### config.mk
export PLATFORM = sky130hd
export DESIGN_NAME = hamming_secded_dec_pipe
export DESIGN_NICKNAME = d
export VERILOG_FILES = /design/src/rtl/hamming_pkg.sv /design/src/rtl/hamming_syndrome.sv /design/src/rtl/hamming_secded_dec_pipe.sv
export SDC_FILE = /design/constraint.sdc
export NUM_CORES = 1
export LEC_CHECK = 0
export ABC_AREA = 1
export BUFFER_PORTS_ARGS = -buffer_cell sky130_fd_sc_hd__buf_2
export CAP_MARGIN = 40
export CORE_UTILIZATION = 55
export DETAILED_ROUTE_END_ITERATION = 10
export HOLD_SLACK_MARGIN = 0.06
export PLACE_DENSITY = 0.82
export RECOVER_POWER = 25
export SLEW_MARGIN = 0
export SYNTH_ARGS = -nofsm -noshare
export SYNTH_HDL_FRONTEND = slang
export SYNTH_HIERARCHICAL = 1
export SYNTH_SLANG_ARGS = --single-unit
### constraint.sdc
create_clock -name clk -period 3.1 [get_ports clk]
set_clock_uncertainty 0.05 [all_clocks]
set_input_delay 0.155 -clock clk [delete_from_list [all_inputs] [get_ports clk]]
set_output_delay 0.155 -clock clk [all_outputs]
set_load 0.005 [all_outputs]
### src/rtl/hamming_pkg.sv
// Shared Hamming code helpers: check-bit count from data width, power-of-two
// test, codeword-position to data-index mapping, and the decode classification.
package hamming_pkg;

  typedef enum logic [1:0] {
    DEC_CLEAN  = 2'd0,
    DEC_CORR   = 2'd1,
    DEC_UNCORR = 2'd2
  } dec_class_e;

  // Smallest r with 2^r >= k + r + 1.
  function automatic int unsigned calc_r(input int unsigned k);
    int unsigned r;
    r = 0;
    for (int unsigned i = 1; i < 31; i++) begin
      if (r == 0 && (32'(1) << i) >= k + i + 1) r = i;
    end
    return r;
  endfunction

  function automatic logic is_pow2(input int unsigned x);
    return (x != 0) && ((x & (x - 1)) == 0);
  endfunction

  // Data index held at a non-power-of-two position (position 3 -> index 0).
  function automatic int unsigned pos_to_didx(input int unsigned pos);
    int unsigned np;
    np = 0;
    for (int unsigned b = 0; b < 31; b++) begin
      if ((32'(1) << b) <= pos) np = np + 1;
    end
    return pos - np - 1;
  endfunction

endpackage

### src/rtl/hamming_syndrome.sv
// Combinational Hamming syndrome and overall parity.
//   code : codeword, bit i-1 is position i
//   s    : XOR of indices of all set positions 1..N
//   p    : XOR of all W bits
module hamming_syndrome #(
  parameter int unsigned R = 4,
  parameter int unsigned N = 15,
  parameter int unsigned W = 16
) (
  input  logic [W-1:0] code,
  output logic [R-1:0] s,
  output logic         p
);

  always_comb begin
    s = '0;
    for (int unsigned pos = 1; pos <= N; pos++) begin
      if (code[pos-1]) s = s ^ R'(pos);
    end
  end

  assign p = ^code;

endmodule

### src/rtl/hamming_secded_dec_pipe.sv
// Two-stage pipelined Hamming SEC / SECDED decoder with error counters.
//   clk, rst                      : clock, synchronous active-high reset
//   in_valid/in_ready/in_code     : input codeword handshake
//   out_valid/out_ready/out_data  : decoded result handshake
//   out_corr/out_uncorr/out_pos   : classification, corrected position
//   correct_en                    : 0 = flag errors but pass raw data
//   cnt_clr/cnt_corr/cnt_uncorr   : saturating error counters
module hamming_secded_dec_pipe
  import hamming_pkg::*;
#(
  parameter  int unsigned K      = 11,
  parameter  int unsigned SECDED = 1,
  parameter  int unsigned CW     = 16,
  localparam int unsigned R      = calc_r(K),
  localparam int unsigned N      = K + R,
  localparam int unsigned W      = N + SECDED
) (
  input  logic          clk,
  input  logic          rst,
  input  logic          in_valid,
  output logic          in_ready,
  input  logic [W-1:0]  in_code,
  output logic          out_valid,
  input  logic          out_ready,
  output logic [K-1:0]  out_data,
  output logic          out_corr,
  output logic          out_uncorr,
  output logic [R-1:0]  out_pos,
  input  logic          correct_en,
  input  logic          cnt_clr,
  output logic [CW-1:0] cnt_corr,
  output logic [CW-1:0] cnt_uncorr
);

  // Whole pipeline advances together unless the output is blocked.
  logic adv;
  assign adv      = !(out_valid && !out_ready);
  assign in_ready = adv;

  logic [R-1:0] syn_s;
  logic         syn_p;

  hamming_syndrome #(.R(R), .N(N), .W(W)) u_syn (
    .code (in_code),
    .s    (syn_s),
    .p    (syn_p)
  );

  // Stage 1: syndrome, parity, raw positions 1..N and the correction enable.
  logic         s1_valid;
  logic [N-1:0] s1_code;
  logic [R-1:0] s1_s;
  logic         s1_p;
  logic         s1_cen;

  always_ff @(posedge clk) begin
    if (rst) begin
      s1_valid <= 1'b0;
      s1_code  <= '0;
      s1_s     <= '0;
      s1_p     <= 1'b0;
      s1_cen   <= 1'b0;
    end else if (adv) begin
      s1_valid <= in_valid;
      if (in_valid) begin
        s1_code <= in_code[N-1:0];
        s1_s    <= syn_s;
        s1_p    <= syn_p;
        s1_cen  <= correct_en;
      end
    end
  end

  // Classification and correction of the stage-1 word.
  dec_class_e   cls;
  logic         s_in_range;
  logic         fix;
  logic [K-1:0] dec_data;
  logic [R-1:0] dec_pos;

  always_comb begin
    cls        = DEC_CLEAN;
    s_in_range = (32'(s1_s) <= N);
    if (SECDED != 0) begin
      if (s1_s == '0 && !s1_p)     cls = DEC_CLEAN;
      else if (s1_p && s_in_range) cls = DEC_CORR;
      else                         cls = DEC_UNCORR;
    end else begin
      if (s1_s == '0)      cls = DEC_CLEAN;
      else if (s_in_range) cls = DEC_CORR;
      else                 cls = DEC_UNCORR;
    end
    // s is 0 for an overall-parity hit, so out_pos reports 0 there.
    dec_pos = (cls == DEC_CORR) ? s1_s : '0;
    fix     = (cls == DEC_CORR) && s1_cen;
    dec_data = '0;
    for (int unsigned pos = 1; pos <= N; pos++) begin
      if (!is_pow2(pos)) begin
        dec_data[pos_to_didx(pos)] = s1_code[pos-1] ^ (fix && (s1_s == R'(pos)));
      end
    end
  end

  // Stage 2: registered result, held while the consumer stalls.
  always_ff @(posedge clk) begin
    if (rst) begin
      out_valid  <= 1'b0;
      out_data   <= '0;
      out_corr   <= 1'b0;
      out_uncorr <= 1'b0;
      out_pos    <= '0;
    end else if (adv) begin
      out_valid <= s1_valid;
      if (s1_valid) begin
        out_data   <= dec_data;
        out_corr   <= (cls == DEC_CORR);
        out_uncorr <= (cls == DEC_UNCORR);
        out_pos    <= dec_pos;
      end
    end
  end

  // Saturating counters on output transfers; clear wins over increment.
  logic xfer;
  assign xfer = out_valid && out_ready;

  always_ff @(posedge clk) begin
    if (rst || cnt_clr) begin
      cnt_corr   <= '0;
      cnt_uncorr <= '0;
    end else if (xfer) begin
      if (out_corr && cnt_corr != '1)     cnt_corr   <= cnt_corr + CW'(1);
      if (out_uncorr && cnt_uncorr != '1) cnt_uncorr <= cnt_uncorr + CW'(1);
    end
  end

endmodule

### After elaboration in Yosys (flattened, before gate mapping)

Index checks and enable logic that the tools add are counted.

* register bits after elaboration: 72
* output and inout port bits: 51
* logic and storage cells: 100

* add/sub/neg operators: 2
* equality and inequality tests: 15
* multiplexer cells: 18
* bitwise logic cells: 26
* reduce and logical (&&, ||, !) cells: 27

Operator list (count)
* $mux 4: 9
* $add 16x1->16 const B: 2
* $ne 16x16->1 const B: 2
* $eq 4x4->1 const B: 7
* $logic_and 1x1->1: 17
* $reduce_xor 16->1: 1
* $eq 4x3->1 const B: 3
* $mux 3: 4
* $not 2->2: 6
* $not 3->3: 4
* $xor 1x1->1: 11
* $mux 2: 4
* $reduce_and 2->1: 4
* $eq 4x2->1 const B: 1
* $logic_not 4->1: 1
* $not 4->4: 1
* $logic_not 1->1: 3
* $not 1->1 const A: 3
* $eq 2x1->1 const B: 1
* $eq 2x2->1 const B: 1
* $logic_or 1x1->1: 1
* $mux 1: 1
* $not 1->1: 1

### Longest topological paths before layout

Gate-level depths: netlist of the first run.

* word-level depth: 26
* mapped depth: 13
* depth with buffers taken out: 12

### Cells and area by module

The synthesis of the first run kept the hierarchy.

By module, submodules not included
* hamming_secded_dec_pipe: times used 1, cells an instance 543, area each 3493.4 µm²
* hamming_syndrome: times used 1, cells an instance 141, area each 640.6 µm²

### Worst setup path after synthesis of the first run

OpenSTA, ideal clock, no wires.

* kind: reg-to-reg
* from: reg cnt_corr[0]
* to: reg cnt_corr[7]
* setup time: 0.115 ns
* arrival time: 1.343 ns
* path slack: 1.592 ns
* stages on the path, launching flop included: 10
* path buffers: 1
* period minus slack after synthesis: 1.508 ns
* path through: dfxtp_1 ha_1 nand2_1 nor2_2 nand2_2 nor2_4 nor2_4 buf_6 a21oi_1 nor2_1

* longest elaborated chain between the ends: 3

RTL lines
* start: declaration: line hamming_secded_dec_pipe.sv:31 `output logic [CW-1:0] cnt_corr,`
* start signal: assignment: line hamming_secded_dec_pipe.sv:132 `if (out_corr && cnt_corr != '1) cnt_corr <= cnt_corr + CW'(1);`
* branches (longest 3 deep; another with $add 16x1->16)

Parallel ways; which one is timed is not known.
A chain may end at the register's enable or synchronous reset.

### Final worst setup path of the first run

* from: reg cnt_uncorr[0]
* to: reg cnt_uncorr[13]

* longest elaborated chain between the ends: 3

RTL lines
* start: declaration: line hamming_secded_dec_pipe.sv:32 `output logic [CW-1:0] cnt_uncorr`
* start signal: assignment: line hamming_secded_dec_pipe.sv:133 `if (out_uncorr && cnt_uncorr != '1) cnt_uncorr <= cnt_uncorr + CW'(1);`
* branches (longest 3 deep; another with $add 16x1->16)

Parallel ways; which one is timed is not known.

==> impl_metrics.toml, run 1 <==
[floorplanning]
core-area_mm2 = 0.00725
fp.dieArea_mm2 = 0.00787
die_y_um = 88.7
ios = 73
die_x_um = 88.7
num_rows = 31
start_util_pct = 57.0

[cts]
cts_root_buffer = "clkbuf_8"
clock_latency_ns = 0.34
clockBufferDepth = 2
cts_num_sinks = 68
htreeDepth = 3
postCtsSetupRepairBufs = 0
cts_tree = "built"
ctsResizeCount = 0
clk_pin_slew_ns = 0.08
cts-buffers-inserted = 9

[drt]
drc = 0
wl_per_cell_um = 11.1
first_pass_iters = 5
ant_nets = 0
drt-initial-drc-count = 136
wl_um = 9500
viasPerCell = 4.99
num_vias = 4281

[power]
pwr-share-clk_pct = 38.9
p_switching_w = 0.000569
power.internal_w = 0.00143
p_sw_share_pct = 28.5
ir_drop_mv = 0.261
total_power_w = 0.00199
power.density_mw_per_mm2 = 420
power.leakage_nw = 2.28
pwr-share-comb_pct = 14.1
pwr-share-seq_pct = 47.0

[grt]
grt_overflow = 0
antenna_found_initial = 0
grt_max_degree = 38
grt_usage_pct = 25.7
grt_pass1_wl_um = 16000
grt_pass1_vias = 3863

[timing]
hold_violations = 0
fin_ws_ns = 1.30
finalCriticalPeriod_ns = 1.80
setup_viol = 0
period_share_pct = 57.9
fmax_ghz = 0.557
grt_setup_unrepaired = "false"
max_slew_margin_pct = 57.4
worst_pin_slew_ns = 0.639
drv_slew = 0
hold_slack_ns = 0.0681
setup-tns-final_ns = 0

[critical_path]
arrival_ns = 1.99
start_kind = "flop"
r2r-start = "cnt_uncorr[0]$_SDFFE_PP0P_"
startpoint = "cnt_uncorr[0]$_SDFFE_PP0P_"
critPathMaxFanout = 16
critPathCaptureType = "flop"
critPathRequiredTime_ns = 3.29
crit_type = "reg2reg"
regToRegSetupSlack_ns = 1.30

[synthesis]
syn_inst = 684
syn_area_mm2 = 0.00413
syn_nets = 708
yosys_warnings = 6
synth-seq-cells = 68
yosysUniqueCellTypes = 26
synth_seq_area_share_pct = 32.9
avgSynthCellArea_um2 = 6.04

[finish]
layout.nets = 778
drive_above_1_share_pct = 12.6
num_antenna_cells = 0
area_growth_pct = 14.8
final_util_pct = 65.4
num-fill-cells = 689

[hold_path]
hold_start = "in_code[2]"
hp-class = "in2reg"

[placed_design]
routabilityCongestion = 0.845
dp.final_hpwl_um = 6890
dp_slack_ns = 1.33
portBuffers = 72

[outcome]
status = "finished clean"

[job]
max_cap_violations = 0
-- final cells by class --
| cell class | count | area, µm² | area share, % |
|---|---|---|---|
| tap | 99 | 124 | 2.61 |
| inverter | 89 | 334 | 7.04 |
| sequential | 68 | 1360 | 28.7 |
| clock inverter | 5 | 58.8 | 1.24 |
| clock buffer | 11 | 151 | 3.19 |
| timing repair buffer | 77 | 380 | 8.01 |
| multi-input combinational | 509 | 2340 | 49.2 |
-- cells in the mapped netlist --
library cell / instances / area share, %
buf_6: 2 / 0.54
ha_1: 2 / 0.61
nand2_2: 6 / 0.91
xor2_1: 8 / 1.7
nand4_1: 3 / 0.45
o21ai_0: 11 / 1.3
o21ai_1: 1 / 0.12
nor2_4: 6 / 1.6
nand3b_1: 2 / 0.36
clkbuf_2: 1 / 0.12
inv_2: 3 / 0.27
nand2_4: 1 / 0.27
nor2_1: 117 / 11
inv_1: 85 / 7.7
clkinv_1: 1 / 0.091
dfxtp_1: 68 / 33
nand3_2: 5 / 1.2
buf_4: 2 / 0.36
a21oi_1: 34 / 4.1
clkbuf_1: 4 / 0.36
xnor2_1: 21 / 4.4
a211oi_1: 4 / 0.73
nor2_2: 5 / 0.76
nand3_1: 51 / 6.2
buf_2: 9 / 1.1
nand2_1: 232 / 21
-- layer usage --
layer	wire length, µm	global-route usage (%)
met5	0	0
met4	197	12.2
met3	418	3.08
met2	4810	46.9
met1	4070	29.9
-- layout by cell type, fill, tap and decap left out, drive strengths merged --
cell,n
nand2,239
nor2,128
inv,89
dfxtp,68
nand3,56
buf,55
a21oi,34
clkbuf,30
xnor2,21
o21ai,12
xor2,8
a211oi,4
nand4,3
dlygate4sd3,3
ha,2
clkinvlp,2
nand3b,2
clkinv,2
bufinv,1
-- what timing repair did --
action / CTS / global route
endpoints found under the setup margin: 0 / 0
hold endpoints to repair: 3 / 0
hold buffers: 3 / 0
-- registers in the layout, indices dropped and copies added (netlist names), 4 cells and up --
signal      flops
s1_s            4
s1_code        11
cnt_corr       16
cnt_uncorr     16
out_data       11
out_pos         4
-- power by group through the flow --
stage	Clock (W)	Sequential [W]	Combinational [W]
after floorplan	0	0.000947	0.000210
after global placement	0	0.000955	0.000270
after detailed placement	0	0.000956	0.000280
after CTS	0.000789	0.000936	0.000284
after global routing	0.000829	0.000941	0.000324
final	0.000775	0.000937	0.000282
-- worst max-delay path, cell delays in order (launching register included) --
cell and delay [ns]:
dfxtp_1 0.35, ha_1 0.25, nand2_2 0.10, nor2_4 0.05, nand2_4 0.09, nor2_4 0.04
nor2_2 0.47, nand3_1 0.16, nand2_1 0.10, nor2_1 0.04
-- kinds of logic (layout without fill, tap and decap cells) --
| kind of cell | after synthesis | in the layout | share of synthesized area [%] |
|---|---|---|---|
| simple gates | 428 | 428 | 43.5 |
| buf+inv | 107 | 182 | 10.6 |
| flops | 68 | 68 | 32.9 |
| compound gates | 50 | 50 | 6.30 |
| xor+xnor | 29 | 29 | 6.14 |
| fa+ha+maj | 2 | 2 | 0.605 |
-- path summary, 6_finish.rpt --
kind,end,cells past startpoint
max,cnt_uncorr[13]$_SDFFE_PP0P_,9
min,s1_code[2]$_SDFFE_PP0P_,3
max reg2reg,cnt_uncorr[13]$_SDFFE_PP0P_,9
min reg2reg,s1_valid$_SDFFE_PP0N_,2
-- metrics by stage --
step           area, µm²  cells
2_1_floorplan       4130    684
3_3_place_gp        4530    839
3_5_place_dp        4530    839
4_1_cts             4770    858
5_1_grt             4750    858
6_report            4750    858
Note: power is estimated with default switching activity, not from simulation.
==> inputs of run 2 (changes only) <==
clock period = 1.8 ns   (was 3.1 ns; I/O delays follow)
==> run 2 against run 1 <==
  * Sequential cell count unchanged
  * Die area unchanged
  * Sequential power up 71%
  * First-iteration DRC count fell by 3.7%
  * Fmax grew 9.3%
  * Cell count rose by 1.6%
  * Setup slack got worse by 1.1 ns
  * Global-route usage decreased by 0.19 points
  * Critical path depth increased by 1
  * Wire length grew 2.7%
  * Critical endpoint is now cnt_uncorr[1]$_SDFFE_PP0P_
  * Largest power group unchanged
==> impl_metrics.toml, run 2 (synthesized netlist as in run 1, its figures left out) <==
[finish]
largestRegisters = "cnt_corr: 16 flops, cnt_uncorr: 16 flops"
layout.nets = 792
final_util_pct = 67.1
num-fill-cells = 695
final_common_cell = "nand2_1"
drive_above_1_share_pct = 13.3
final_cell_mix = "231 x nand2_1, 117 x nor2_1, 85 x inv_1"
num_antenna_cells = 0
area_growth_pct = 17.8
finalInstanceArea_mm2 = 0.00487

[cts]
cts-buffers-inserted = 9
clock_latency_ns = 0.34
cts_tree = "built"
cts_root_buffer = "clkbuf_8"
htreeDepth = 3
cts_num_sinks = 68
clockBufferDepth = 2
clk_pin_slew_ns = 0.08

[drt]
wl_per_cell_um = 11.2
num_vias = 4322
drc = 0
drt-initial-drc-count = 131
first_pass_iters = 5
ant_nets = 0
wl_um = 9750
viasPerCell = 4.96

[critical_path]
critPathCaptureType = "flop"
arrival_ns = 1.84
path_cells = "ha_1 -> nand2_2 -> nor2_4 -> nand2_4 -> inv_1 -> nand2_2 -> nand3_2 -> nand2_1 -> nand2_1 -> nor2_1"
start_kind = "flop"
cp_slowest_cell = "dfxtp_1"
critPathMaxFanout = 7
slowest_delay_ns = 0.40
critPathRequiredTime_ns = 1.99
crit_type = "reg2reg"

[timing]
drv_slew = 0
fin_ws_ns = 0.157
worst_pin_slew_ns = 0.445
setup-tns-final_ns = 0
finalCriticalPeriod_ns = 1.64
fmax_ghz = 0.609
period_share_pct = 91.3
hold_violations = 0
setup_viol = 0
max_slew_margin_pct = 70.3
grt_setup_unrepaired = "false"

[placed_design]
dp.final_hpwl_um = 7190
portBuffers = 72
place_area_mm2 = 0.00456
routabilityCongestion = 0.841
dp_slack_ns = 0.0416

[power]
power.internal_w = 0.00230
pwr-share-clk_pct = 35.3
power.leakage_nw = 2.32
p_sw_share_pct = 30.0
power.density_mw_per_mm2 = 676
ir_drop_mv = 0.577
total_power_w = 0.00329
pwr-share-seq_pct = 48.7
p_switching_w = 0.000989
pwr-share-comb_pct = 16.1

[outcome]
status = "finished clean"

[grt]
grt_overflow = 0
antenna_found_initial = 0
grt_pass1_vias = 3875
grt_max_degree = 37
grt_usage_pct = 25.5
grt_pass1_wl_um = 15900

[floorplanning]
start_util_pct = 57.0
core-area_mm2 = 0.00725
fp.dieArea_mm2 = 0.00787
ios = 73
die_x_um = 88.7
num_rows = 31
die_y_um = 88.7

[job]
max_cap_violations = 0

[hold_path]
hp-class = "in2reg"
## run 2: layer usage
metal	global-route usage, %	wire length, µm	vias up
met4	9.38	194	0
li1	-	-	2259
met2	48.2	5000	103
met3	5.69	395	23
met1	27.8	4160	1937
met5	0	0	-
## run 2: worst paths after layout
kind                                                  from                          to  slack, ns  cells past startpoint
worst max-delay path            cnt_uncorr[0]$_SDFFE_PP0P_  cnt_uncorr[1]$_SDFFE_PP0P_       0.16                     10
worst min-delay path                               cnt_clr  cnt_uncorr[9]$_SDFFE_PP0P_       0.21                      5
worst max register to register  cnt_uncorr[0]$_SDFFE_PP0P_  cnt_uncorr[1]$_SDFFE_PP0P_       0.16                     10
worst min register to register     out_pos[3]$_SDFFE_PP0P_     out_pos[3]$_SDFFE_PP0P_       0.43                      2
## run 2: final cells by class
cell class / instances / area, µm² / share of cell area (%)
repair buffers: 91 / 512 / 10.5
inverters: 89 / 334 / 6.86
multi-input cells: 509 / 2350 / 48.3
flip-flops and latches: 68 / 1360 / 28.0
well taps: 99 / 124 / 2.54
clock inverters: 6 / 47.5 / 0.977
clock buffers: 10 / 138 / 2.83
## run 2: critical path: cells and delay by family (launching register included)
kind | cells | cell delay (ns)
DFF | 1 | 0.40
adders and majority gates | 1 | 0.23
buffers and inverters | 1 | 0.09
and+or+nand+nor | 8 | 0.78
## run 2: repair_timing
action | in CTS | in global routing
setup buffers | 0 | 0
endpoints found under the setup margin | 0 | 19
gates resized for setup | 0 | 4
hold buffers | 13 | 0
endpoints found under the hold margin | 13 | 0
## run 2: power by group through the flow
stage | registers (W) | clock network, W | logic [W]
2_1_floorplan | 0.00163 | 0 | 0.000362
3_3_place_gp | 0.00164 | 0 | 0.000484
3_5_place_dp | 0.00164 | 0 | 0.000503
4_1_cts | 0.00160 | 0.00118 | 0.000526
5_1_grt | 0.00161 | 0.00124 | 0.000596
6_report | 0.00160 | 0.00116 | 0.000529
## run 2: stage by stage
step                hold WS, ns  cells
CTS                       0.201    872
detailed placement        0.332    843
finish                    0.207    872
global route              0.232    872
global placement          0.313    843
floorplan                 0.183    684
